[config.mk]
export PLATFORM = sky130hd
export DESIGN_NAME = bconv_sched_flat
export DESIGN_NICKNAME = d
export VERILOG_FILES = /design/src/rtl/bconv_sched_pkg.sv /design/src/rtl/bconv_sched_if.sv /design/src/rtl/bconv_sched_cnt.sv /design/src/rtl/bconv_sched.sv /design/src/flat_wrapper.sv
export SDC_FILE = /design/constraint.sdc
export NUM_CORES = 1
export LEC_CHECK = 0
export CORE_MARGIN = 4
export CORE_UTILIZATION = 35
export DETAILED_ROUTE_END_ITERATION = 7
export GPL_TIMING_DRIVEN = 0
export PLACE_DENSITY = 0.66
export SYNTH_ARGS = -nofsm -noshare
export SYNTH_HDL_FRONTEND = slang
export SYNTH_SLANG_ARGS = --single-unit
[constraint.sdc]
create_clock -name i_sclk -period 1.95 [get_ports i_sclk]
set_input_delay 0.195 -clock i_sclk [delete_from_list [all_inputs] [get_ports i_sclk]]
set_output_delay 0.195 -clock i_sclk [all_outputs]
set_load 0.005 [all_outputs]
[src/rtl/bconv_sched_pkg.sv]
// Shared types and helpers for the binary 3x3 conv frame/row/channel sequencer.
// State encoding, default configuration widths and width helper functions.
package bconv_sched_pkg;

   typedef enum logic [3:0] {
      ST_IDLE     = 4'd0,
      ST_VSYNC    = 4'd1,
      ST_ROW_WAIT = 4'd2,
      ST_HSYNC    = 4'd3,
      ST_WLOAD    = 4'd4,
      ST_WSETTLE  = 4'd5,
      ST_REUSE    = 4'd6,
      ST_STREAM   = 4'd7,
      ST_GAP      = 4'd8,
      ST_RGAP     = 4'd9,
      ST_DONE     = 4'd10
   } state_e;

   localparam int DEF_WIDTH_D = 2;
   localparam int DEF_LEN     = 3;
   localparam int DEF_CHANNEL = 64;
   localparam int DEF_SIZE    = 56;
   localparam int DEF_GAP     = 4;
   localparam int DEF_ROW_GAP = 64;

   localparam int CW  = $clog2(DEF_CHANNEL);
   localparam int SW  = $clog2(DEF_SIZE);
   localparam int WAW = $clog2(DEF_CHANNEL * DEF_CHANNEL / 2);

   function automatic int lb_aw(input int channel, input int size);
      return $clog2(channel) + $clog2(size);
   endfunction

   function automatic int w_aw(input int channel);
      return $clog2(channel * channel / 2);
   endfunction

   function automatic int max4(input int a, input int b, input int c, input int d);
      int m;
      m = a;
      if (b > m) m = b;
      if (c > m) m = c;
      if (d > m) m = d;
      return m;
   endfunction

endpackage

[src/rtl/bconv_sched_if.sv]
// Bus between the conv sequencer and its line buffer, weight ROM, conv core and frame control.
interface bconv_sched_if
   import bconv_sched_pkg::*;
#(
   parameter int WIDTH_D = DEF_WIDTH_D,
   parameter int LEN     = DEF_LEN,
   parameter int CHANNEL = DEF_CHANNEL,
   parameter int SIZE    = DEF_SIZE
) ();

   localparam int DW      = WIDTH_D * LEN;
   localparam int WIDTH_W = WIDTH_D * LEN * LEN;
   localparam int LBW     = lb_aw(CHANNEL, SIZE);
   localparam int WAW_I   = w_aw(CHANNEL);

   logic                   i_start;
   logic                   i_ready;
   logic                   o_busy;
   logic                   o_done;
   logic                   o_lb_rden;
   logic [LBW-1:0]         o_lb_addr;
   logic [DW-1:0]          i_lb_data;
   logic                   o_w_rden;
   logic [WAW_I-1:0]       o_w_addr;
   logic [2*WIDTH_W-1:0]   i_w_data;
   logic                   o_vsync;
   logic                   o_hsync;
   logic                   o_reuse;
   logic                   o_valid;
   logic [DW-1:0]          o_tdata;
   logic                   o_weight_vld;
   logic [2*WIDTH_W-1:0]   o_weight;

   modport master (
      input  i_start, i_ready, i_lb_data, i_w_data,
      output o_busy, o_done, o_lb_rden, o_lb_addr, o_w_rden, o_w_addr,
             o_vsync, o_hsync, o_reuse, o_valid, o_tdata, o_weight_vld, o_weight
   );

   modport slave (
      output i_start, i_ready, i_lb_data, i_w_data,
      input  o_busy, o_done, o_lb_rden, o_lb_addr, o_w_rden, o_w_addr,
             o_vsync, o_hsync, o_reuse, o_valid, o_tdata, o_weight_vld, o_weight
   );

endinterface

[src/rtl/bconv_sched_cnt.sv]
// Clearable up-counter used for in-state cycles, channel passes and rows.
module bconv_sched_cnt #(
   parameter int W = 4
) (
   input  logic         clk,
   input  logic         rst,
   input  logic         clr,
   input  logic         en,
   output logic [W-1:0] cnt
);

   logic [W-1:0] cnt_q;
   logic [W-1:0] cnt_d;

   always_comb begin
      if (clr) begin
         cnt_d = '0;
      end else if (en) begin
         cnt_d = cnt_q + W'(1'b1);
      end else begin
         cnt_d = cnt_q;
      end
   end

   always_ff @(posedge clk) begin
      if (rst) begin
         cnt_q <= '0;
      end else begin
         cnt_q <= cnt_d;
      end
   end

   assign cnt = cnt_q;

endmodule

[src/rtl/bconv_sched.sv]
// Frame/row/channel sequencer for the binary 3x3 conv stage: emits sync strobes,
// weight loads and column streams, and realigns latency-1 memory data onto the conv inputs.
module bconv_sched
   import bconv_sched_pkg::*;
#(
   parameter int WIDTH_D = DEF_WIDTH_D,
   parameter int LEN     = DEF_LEN,
   parameter int CHANNEL = DEF_CHANNEL,
   parameter int SIZE    = DEF_SIZE,
   parameter int GAP     = DEF_GAP,
   parameter int ROW_GAP = DEF_ROW_GAP
) (
   input  logic          i_sclk,
   input  logic          i_rst,
   bconv_sched_if.master bus
);

   localparam int CW_L    = $clog2(CHANNEL);
   localparam int SW_L    = $clog2(SIZE);
   localparam int WAW_L   = w_aw(CHANNEL);
   localparam int LBW     = CW_L + SW_L;
   localparam int DW      = WIDTH_D * LEN;
   localparam int WIDTH_W = WIDTH_D * LEN * LEN;
   localparam int HALF    = CHANNEL / 2;
   localparam int CYC_MAX = max4(HALF, SIZE, GAP, ROW_GAP);
   localparam int CNTW    = $clog2(CYC_MAX + 1);

   localparam logic [CNTW-1:0] TC_WLOAD  = CNTW'(HALF - 1);
   localparam logic [CNTW-1:0] TC_STREAM = CNTW'(SIZE - 1);
   localparam logic [CNTW-1:0] TC_GAP    = CNTW'(GAP - 1);
   localparam logic [CNTW-1:0] TC_RGAP   = CNTW'(ROW_GAP - 1);
   localparam logic [CW_L-1:0] PASS_LAST = CW_L'(CHANNEL - 1);
   localparam logic [SW_L-1:0] ROW_LAST  = SW_L'(SIZE - 1);

   state_e              state_q, state_d;
   logic [CNTW-1:0]     cyc;
   logic [CW_L-1:0]     pass;
   logic [SW_L-1:0]     row;
   logic                cyc_last;
   logic                pass_adv;
   logic                row_adv;
   logic                frame_go;

   logic                vsync_q, vsync_d;
   logic                hsync_q, hsync_d;
   logic                reuse_q, reuse_d;
   logic                done_q, done_d;
   logic                busy_q, busy_d;
   logic                lb_rden_q, lb_rden_d;
   logic [LBW-1:0]      lb_addr_q, lb_addr_d;
   logic                w_rden_q, w_rden_d;
   logic [WAW_L-1:0]    w_addr_q, w_addr_d;
   // Memory data arrives one cycle after the strobe; these mark that cycle.
   logic                lb_dv_q, lb_dv_d;
   logic                w_dv_q, w_dv_d;
   logic                valid_q, valid_d;
   logic [DW-1:0]       tdata_q, tdata_d;
   logic                wvld_q, wvld_d;
   logic [2*WIDTH_W-1:0] weight_q, weight_d;

   bconv_sched_cnt #(.W(CNTW)) u_cyc (
      .clk (i_sclk),
      .rst (i_rst),
      .clr (state_d != state_q),
      .en  (1'b1),
      .cnt (cyc)
   );

   bconv_sched_cnt #(.W(CW_L)) u_pass (
      .clk (i_sclk),
      .rst (i_rst),
      .clr (row_adv | frame_go),
      .en  (pass_adv),
      .cnt (pass)
   );

   bconv_sched_cnt #(.W(SW_L)) u_row (
      .clk (i_sclk),
      .rst (i_rst),
      .clr (frame_go),
      .en  (row_adv),
      .cnt (row)
   );

   always_ff @(posedge i_sclk) begin
      if (i_rst) begin
         state_q <= ST_IDLE;
      end else begin
         state_q <= state_d;
      end
   end

   always_comb begin
      case (state_q)
         ST_WLOAD:  cyc_last = (cyc == TC_WLOAD);
         ST_STREAM: cyc_last = (cyc == TC_STREAM);
         ST_GAP:    cyc_last = (cyc == TC_GAP);
         ST_RGAP:   cyc_last = (cyc == TC_RGAP);
         default:   cyc_last = 1'b0;
      endcase
   end

   always_comb begin
      state_d  = state_q;
      pass_adv = 1'b0;
      row_adv  = 1'b0;
      frame_go = 1'b0;
      case (state_q)
         ST_IDLE: begin
            if (bus.i_start) begin
               state_d  = ST_VSYNC;
               frame_go = 1'b1;
            end else begin
               state_d = ST_IDLE;
            end
         end
         ST_VSYNC: state_d = ST_ROW_WAIT;
         ST_ROW_WAIT: begin
            if (bus.i_ready) begin
               state_d = ST_HSYNC;
            end else begin
               state_d = ST_ROW_WAIT;
            end
         end
         ST_HSYNC:   state_d = ST_WLOAD;
         ST_WLOAD: begin
            if (cyc_last) begin
               state_d = ST_WSETTLE;
            end else begin
               state_d = ST_WLOAD;
            end
         end
         ST_WSETTLE: state_d = ST_REUSE;
         ST_REUSE:   state_d = ST_STREAM;
         ST_STREAM: begin
            if (cyc_last) begin
               state_d = ST_GAP;
            end else begin
               state_d = ST_STREAM;
            end
         end
         ST_GAP: begin
            if (!cyc_last) begin
               state_d = ST_GAP;
            end else if (pass == PASS_LAST) begin
               state_d = ST_RGAP;
            end else begin
               state_d  = ST_WLOAD;
               pass_adv = 1'b1;
            end
         end
         ST_RGAP: begin
            if (!cyc_last) begin
               state_d = ST_RGAP;
            end else if (row == ROW_LAST) begin
               state_d = ST_DONE;
            end else begin
               state_d = ST_ROW_WAIT;
               row_adv = 1'b1;
            end
         end
         ST_DONE: state_d = ST_IDLE;
         default: state_d = ST_IDLE;
      endcase
   end

   // Strobes are registered copies of the current state, so each lags its state by one cycle.
   always_comb begin
      vsync_d   = (state_q == ST_VSYNC);
      hsync_d   = (state_q == ST_HSYNC);
      reuse_d   = (state_q == ST_REUSE);
      done_d    = (state_q == ST_DONE);
      busy_d    = (state_d != ST_IDLE);
      lb_rden_d = (state_q == ST_STREAM);
      w_rden_d  = (state_q == ST_WLOAD);
      if (lb_rden_d) begin
         lb_addr_d = {pass, cyc[SW_L-1:0]};
      end else begin
         lb_addr_d = '0;
      end
      if (w_rden_d) begin
         w_addr_d = WAW_L'(pass) * WAW_L'(HALF) + WAW_L'(cyc);
      end else begin
         w_addr_d = '0;
      end
      lb_dv_d = lb_rden_q;
      w_dv_d  = w_rden_q;
      valid_d = lb_dv_q;
      wvld_d  = w_dv_q;
      if (lb_dv_q) begin
         tdata_d = bus.i_lb_data;
      end else begin
         tdata_d = '0;
      end
      if (w_dv_q) begin
         weight_d = bus.i_w_data;
      end else begin
         weight_d = '0;
      end
   end

   always_ff @(posedge i_sclk) begin
      if (i_rst) begin
         vsync_q   <= 1'b0;
         hsync_q   <= 1'b0;
         reuse_q   <= 1'b0;
         done_q    <= 1'b0;
         busy_q    <= 1'b0;
         lb_rden_q <= 1'b0;
         lb_addr_q <= '0;
         w_rden_q  <= 1'b0;
         w_addr_q  <= '0;
         lb_dv_q   <= 1'b0;
         w_dv_q    <= 1'b0;
         valid_q   <= 1'b0;
         tdata_q   <= '0;
         wvld_q    <= 1'b0;
         weight_q  <= '0;
      end else begin
         vsync_q   <= vsync_d;
         hsync_q   <= hsync_d;
         reuse_q   <= reuse_d;
         done_q    <= done_d;
         busy_q    <= busy_d;
         lb_rden_q <= lb_rden_d;
         lb_addr_q <= lb_addr_d;
         w_rden_q  <= w_rden_d;
         w_addr_q  <= w_addr_d;
         lb_dv_q   <= lb_dv_d;
         w_dv_q    <= w_dv_d;
         valid_q   <= valid_d;
         tdata_q   <= tdata_d;
         wvld_q    <= wvld_d;
         weight_q  <= weight_d;
      end
   end

   assign bus.o_vsync      = vsync_q;
   assign bus.o_hsync      = hsync_q;
   assign bus.o_reuse      = reuse_q;
   assign bus.o_done       = done_q;
   assign bus.o_busy       = busy_q;
   assign bus.o_lb_rden    = lb_rden_q;
   assign bus.o_lb_addr    = lb_addr_q;
   assign bus.o_w_rden     = w_rden_q;
   assign bus.o_w_addr     = w_addr_q;
   assign bus.o_valid      = valid_q;
   assign bus.o_tdata      = tdata_q;
   assign bus.o_weight_vld = wvld_q;
   assign bus.o_weight     = weight_q;

endmodule

[src/flat_wrapper.sv]
// flat-port wrapper written by rule: the top's interface ports become plain ports
module bconv_sched_flat import bconv_sched_pkg::*;
#(
   parameter int WIDTH_D = DEF_WIDTH_D,
   parameter int LEN     = DEF_LEN,
   parameter int CHANNEL = DEF_CHANNEL,
   parameter int SIZE    = DEF_SIZE,
   parameter int GAP     = DEF_GAP,
   parameter int ROW_GAP = DEF_ROW_GAP
)
  (i_sclk, i_rst, bus_i_start, bus_i_ready, bus_i_lb_data, bus_i_w_data, bus_o_busy, bus_o_done, bus_o_lb_rden, bus_o_lb_addr, bus_o_w_rden, bus_o_w_addr, bus_o_vsync, bus_o_hsync, bus_o_reuse, bus_o_valid, bus_o_tdata, bus_o_weight_vld, bus_o_weight);
  bconv_sched_if #(.WIDTH_D(WIDTH_D), .LEN(LEN), .CHANNEL(CHANNEL), .SIZE(SIZE)) bus_i ();
  input  logic i_sclk;
  input  logic i_rst;
  input wire logic [$bits(bus_i.i_start)-1:0] bus_i_start;
  input wire logic [$bits(bus_i.i_ready)-1:0] bus_i_ready;
  input wire logic [$bits(bus_i.i_lb_data)-1:0] bus_i_lb_data;
  input wire logic [$bits(bus_i.i_w_data)-1:0] bus_i_w_data;
  output wire logic [$bits(bus_i.o_busy)-1:0] bus_o_busy;
  output wire logic [$bits(bus_i.o_done)-1:0] bus_o_done;
  output wire logic [$bits(bus_i.o_lb_rden)-1:0] bus_o_lb_rden;
  output wire logic [$bits(bus_i.o_lb_addr)-1:0] bus_o_lb_addr;
  output wire logic [$bits(bus_i.o_w_rden)-1:0] bus_o_w_rden;
  output wire logic [$bits(bus_i.o_w_addr)-1:0] bus_o_w_addr;
  output wire logic [$bits(bus_i.o_vsync)-1:0] bus_o_vsync;
  output wire logic [$bits(bus_i.o_hsync)-1:0] bus_o_hsync;
  output wire logic [$bits(bus_i.o_reuse)-1:0] bus_o_reuse;
  output wire logic [$bits(bus_i.o_valid)-1:0] bus_o_valid;
  output wire logic [$bits(bus_i.o_tdata)-1:0] bus_o_tdata;
  output wire logic [$bits(bus_i.o_weight_vld)-1:0] bus_o_weight_vld;
  output wire logic [$bits(bus_i.o_weight)-1:0] bus_o_weight;
  assign bus_i.i_start = bus_i_start;
  assign bus_i.i_ready = bus_i_ready;
  assign bus_i.i_lb_data = bus_i_lb_data;
  assign bus_i.i_w_data = bus_i_w_data;
  assign bus_o_busy = bus_i.o_busy;
  assign bus_o_done = bus_i.o_done;
  assign bus_o_lb_rden = bus_i.o_lb_rden;
  assign bus_o_lb_addr = bus_i.o_lb_addr;
  assign bus_o_w_rden = bus_i.o_w_rden;
  assign bus_o_w_addr = bus_i.o_w_addr;
  assign bus_o_vsync = bus_i.o_vsync;
  assign bus_o_hsync = bus_i.o_hsync;
  assign bus_o_reuse = bus_i.o_reuse;
  assign bus_o_valid = bus_i.o_valid;
  assign bus_o_tdata = bus_i.o_tdata;
  assign bus_o_weight_vld = bus_i.o_weight_vld;
  assign bus_o_weight = bus_i.o_weight;
  bconv_sched #(.WIDTH_D(WIDTH_D), .LEN(LEN), .CHANNEL(CHANNEL), .SIZE(SIZE), .GAP(GAP), .ROW_GAP(ROW_GAP)) u_core (.i_sclk(i_sclk), .i_rst(i_rst), .bus(bus_i));
endmodule
==> results.yml <==
outcome:
  status: "finished with violations"
  violations: "setup timing"
sta:
  drv_slew: 0
  skew_ps: 16.4
  worst_slew_pin_slew_ps: 578
  hold_viol_final: 0
  max_freq_mhz: 496
  fin_crit_ps: 2020
  slew_headroom: 0.615
  post-route-period-util: 1.03
  grt_setup_unrepaired: "yes"
  worst_slack_ps: -68.1
  setup_viol: 13
floorplanning:
  ios: 120
  start_util: 0.358
  row_count: 36
  core-area_mm2: 0.00973
  dieArea_mm2: 0.0116
  die_x_um: 108
  die_y_um: 108
synth:
  syn-instance-count: 338
  yosysSeqAreaShare: 0.569
  synth_top_cell_by_area: "dfxtp_1"
  synth-main-ff-cell: "dfxtp_1"
  yosys-top-cells-area: "dfxtp_1 57%, and2_1 11%, nor2_1 3.7%"
  syn_avg_cell_area_um2: 10.3
  ys_ff_latch: 99
  yosys_warnings: 0
  synth.distinct_cells: 50
  synth_edf_count: 0
  synth_fp_nets: 390
  synthArstFlopShare: 0
  synth_area_mm2: 0.00348
  synth_top_area_frac: 0.569
worst_setup_path:
  r2r_slack_ps: -70
  cp_top_family: "simple AND/OR/NAND/NOR gates"
  cp-start-kind: "flip-flop"
  end_kind: "flip-flop"
  reg2reg_to: "u_core.bus.o_busy"
  cp_slowest_stage_delay_ps: 550
  crit_slowest_cell: "or4b_4"
  worst-path-max-fanout: 4
  arrival_ps: 2260
  r2r_cells: 6
  r2r-start: "u_core.state_q[0]"
  crit_chain: "or4b_4, mux2i_1, a21oi_2, or3b_1, a31oi_2, a311o_1"
  critPathBufInv: 0
  crit_type: "flip-flop to flip-flop"
  required_ps: 2190
hold_path:
  hold_start: "bus_i_w_data[16]"
  whs_path_depth: 2
  worstHoldPathType: "input port to flip-flop"
  whs_endpoint: "u_core.bus.o_weight[16]"
final_layout:
  num_antenna_cells: 0
  drive_above_1_share: 0.149
  areaGrowthSynthToFinish_pct: 53.4
  stdcell_count: 622
  n_fill_cell: 861
  final_nets: 536
power_and_ir_drop:
  leakagePower_nw: 1.96
  power_density_mw_per_mm2: 668
  power_w: 0.00357
  ir_worst_vdd_mv: 0.322
drt:
  drt_first_pass_iters: 4
  wl_um: 8680
  antenna_left: 0
  viasPerCell: 4.57
  vias: 2842
  route.detailed.drc: 0
  wl_per_cell_um: 13.9
  first_iter_violations: 115
global_routing:
  grt_max_degree: 19
  overflow: 0
  grt_pass1_vias: 2776
  grt_usage: 0.151
  antenna_found_initial: 0
  grt_pass1_wl_um: 13900
clock_network:
  cts-root-buf: "clkbuf_8"
  numCtsBuffers: 9
  postCtsHoldBufs: 0
  cts.sinks: 99
  clk_path_buf_depth: 2
  clk_pin_slew_worst_paths_ps: 110
  htree_levels: 3
  clock_latency_ps: 360
  cts_tree: "built"
place:
  dpl.hpwl_um: 6440
  portBuffers: 118
  post-place-cells: 589
  gp_congestion: 0.899
run:
  maxCapViolCount: 0
synthesized netlist by cell type (2+ instances only):
| cell | n |
|---|---|
| dfxtp_1 | 99 |
| and2_1 | 60 |
| nor2_1 | 34 |
| xor2_1 | 12 |
| a21oi_1 | 10 |
| clkbuf_1 | 10 |
| nand3_1 | 10 |
| nand4_1 | 8 |
| nor2b_1 | 7 |
| xnor2_1 | 7 |
| inv_1 | 6 |
| nand2b_1 | 6 |
| buf_2 | 5 |
| ha_1 | 5 |
| nor4_1 | 5 |
| and3_1 | 4 |
| inv_2 | 4 |
| nand2_1 | 4 |
| nor3_1 | 4 |
| o211ai_1 | 3 |
| o21ai_1 | 3 |
| a31oi_1 | 2 |
| mux2i_1 | 2 |
| o21ai_0 | 2 |
state kept, by name, summed over array words and instances, names as in the netlist, 4 cells and up:
register and flops:
u_core.bus.o_lb_addr 12, u_core.u_pass.cnt 6, u_core.u_row.cnt 6, u_core.bus.o_weight 36, u_core.bus.o_w_addr 11, u_core.bus.o_tdata 6, u_core.state_q 4, u_core.u_cyc.cnt 7
power by group:
group	internal, W	switching [W]
registers	0.00204	0.0000163
clock network	0.000491	0.000730
logic	0.000169	0.000121
worst max path at each step:
stage,startpoint,endpoint,slack [ps],cells after the start
floorplan,u_core.state_q[1],u_core.u_cyc.cnt[2],20,7
global route,u_core.state_q[0],u_core.u_row.cnt[4],-170,8
global placement,u_core.u_cyc.cnt[0],u_core.u_cyc.cnt[3],-430,8
finish,u_core.state_q[0],u_core.bus.o_busy,-70,6
CTS,u_core.state_q[0],u_core.bus.o_busy,-50,6
detailed placement,u_core.u_cyc.cnt[0],u_core.u_cyc.cnt[3],-480,8
layer usage:
metal  vias up  track usage  share of wire
met5         -            0              0
met4         0       0.0514          0.011
met3        11       0.0498          0.095
met2       118        0.253           0.47
met1      1294        0.181           0.43
li1       1419            -              -
area by class of cell:
cell class	count	area [µm²]	area share
Multi-Input combinational cell	213	1530	0.287
Buffer	16	88.8	0.0166
Inverter	10	37.5	0.00703
Clock buffer	10	128	0.0239
Timing Repair Buffer	135	1330	0.249
Clock inverter	6	60.1	0.0112
Tap cell	133	166	0.0312
Sequential cell	99	2000	0.374
placed cells by master (no fill, tap or decap), types with 6 or more instances in the layout:
cell type / n
nand4_1: 8
xnor2_1: 7
inv_1: 6
clkbuf_8: 9
xor2_1: 12
nor2b_1: 7
dfxtp_1: 93
and2_1: 60
buf_4: 15
a21oi_1: 9
clkbuf_1: 10
nor2_1: 29
clkdlybuf4s50_1: 118
nand3_1: 8
per-stage QoR:
stage	hold WS [ps]	setup WS (ps)	utilization	TNS, ps	instance area [µm²]
after floorplan	317	21.6	-	0	3480
after global placement	455	-433	0.496	-7330	4830
after detailed placement	466	-476	0.496	-8250	4830
after CTS	368	-53.0	0.543	-257	5280
after global routing	365	-167	0.549	-3160	5340
final	381	-68.1	0.549	-495	5340
logic make-up (layout without fill, tap and decap cells):
family                     Yosys count  count (layout)  synth area share
and+or+nand+nor                    155             155             0.258
adders and majority gates            6               6            0.0237
buffers and inverters               26             177            0.0298
muxes                                2               2           0.00575
AOI/OAI and AO/OA                   31              31            0.0658
DFF                                 99              99             0.569
xor gates and xnor gates            19              19            0.0478
repair_timing:
item	in CTS	in global routing
endpoints found under the hold margin	0	0
gates resized for setup	35	11
endpoints found under the setup margin	33	32
pin swaps	20	11
buffers inserted	13	4
Power figures use the tool's default switching activity.
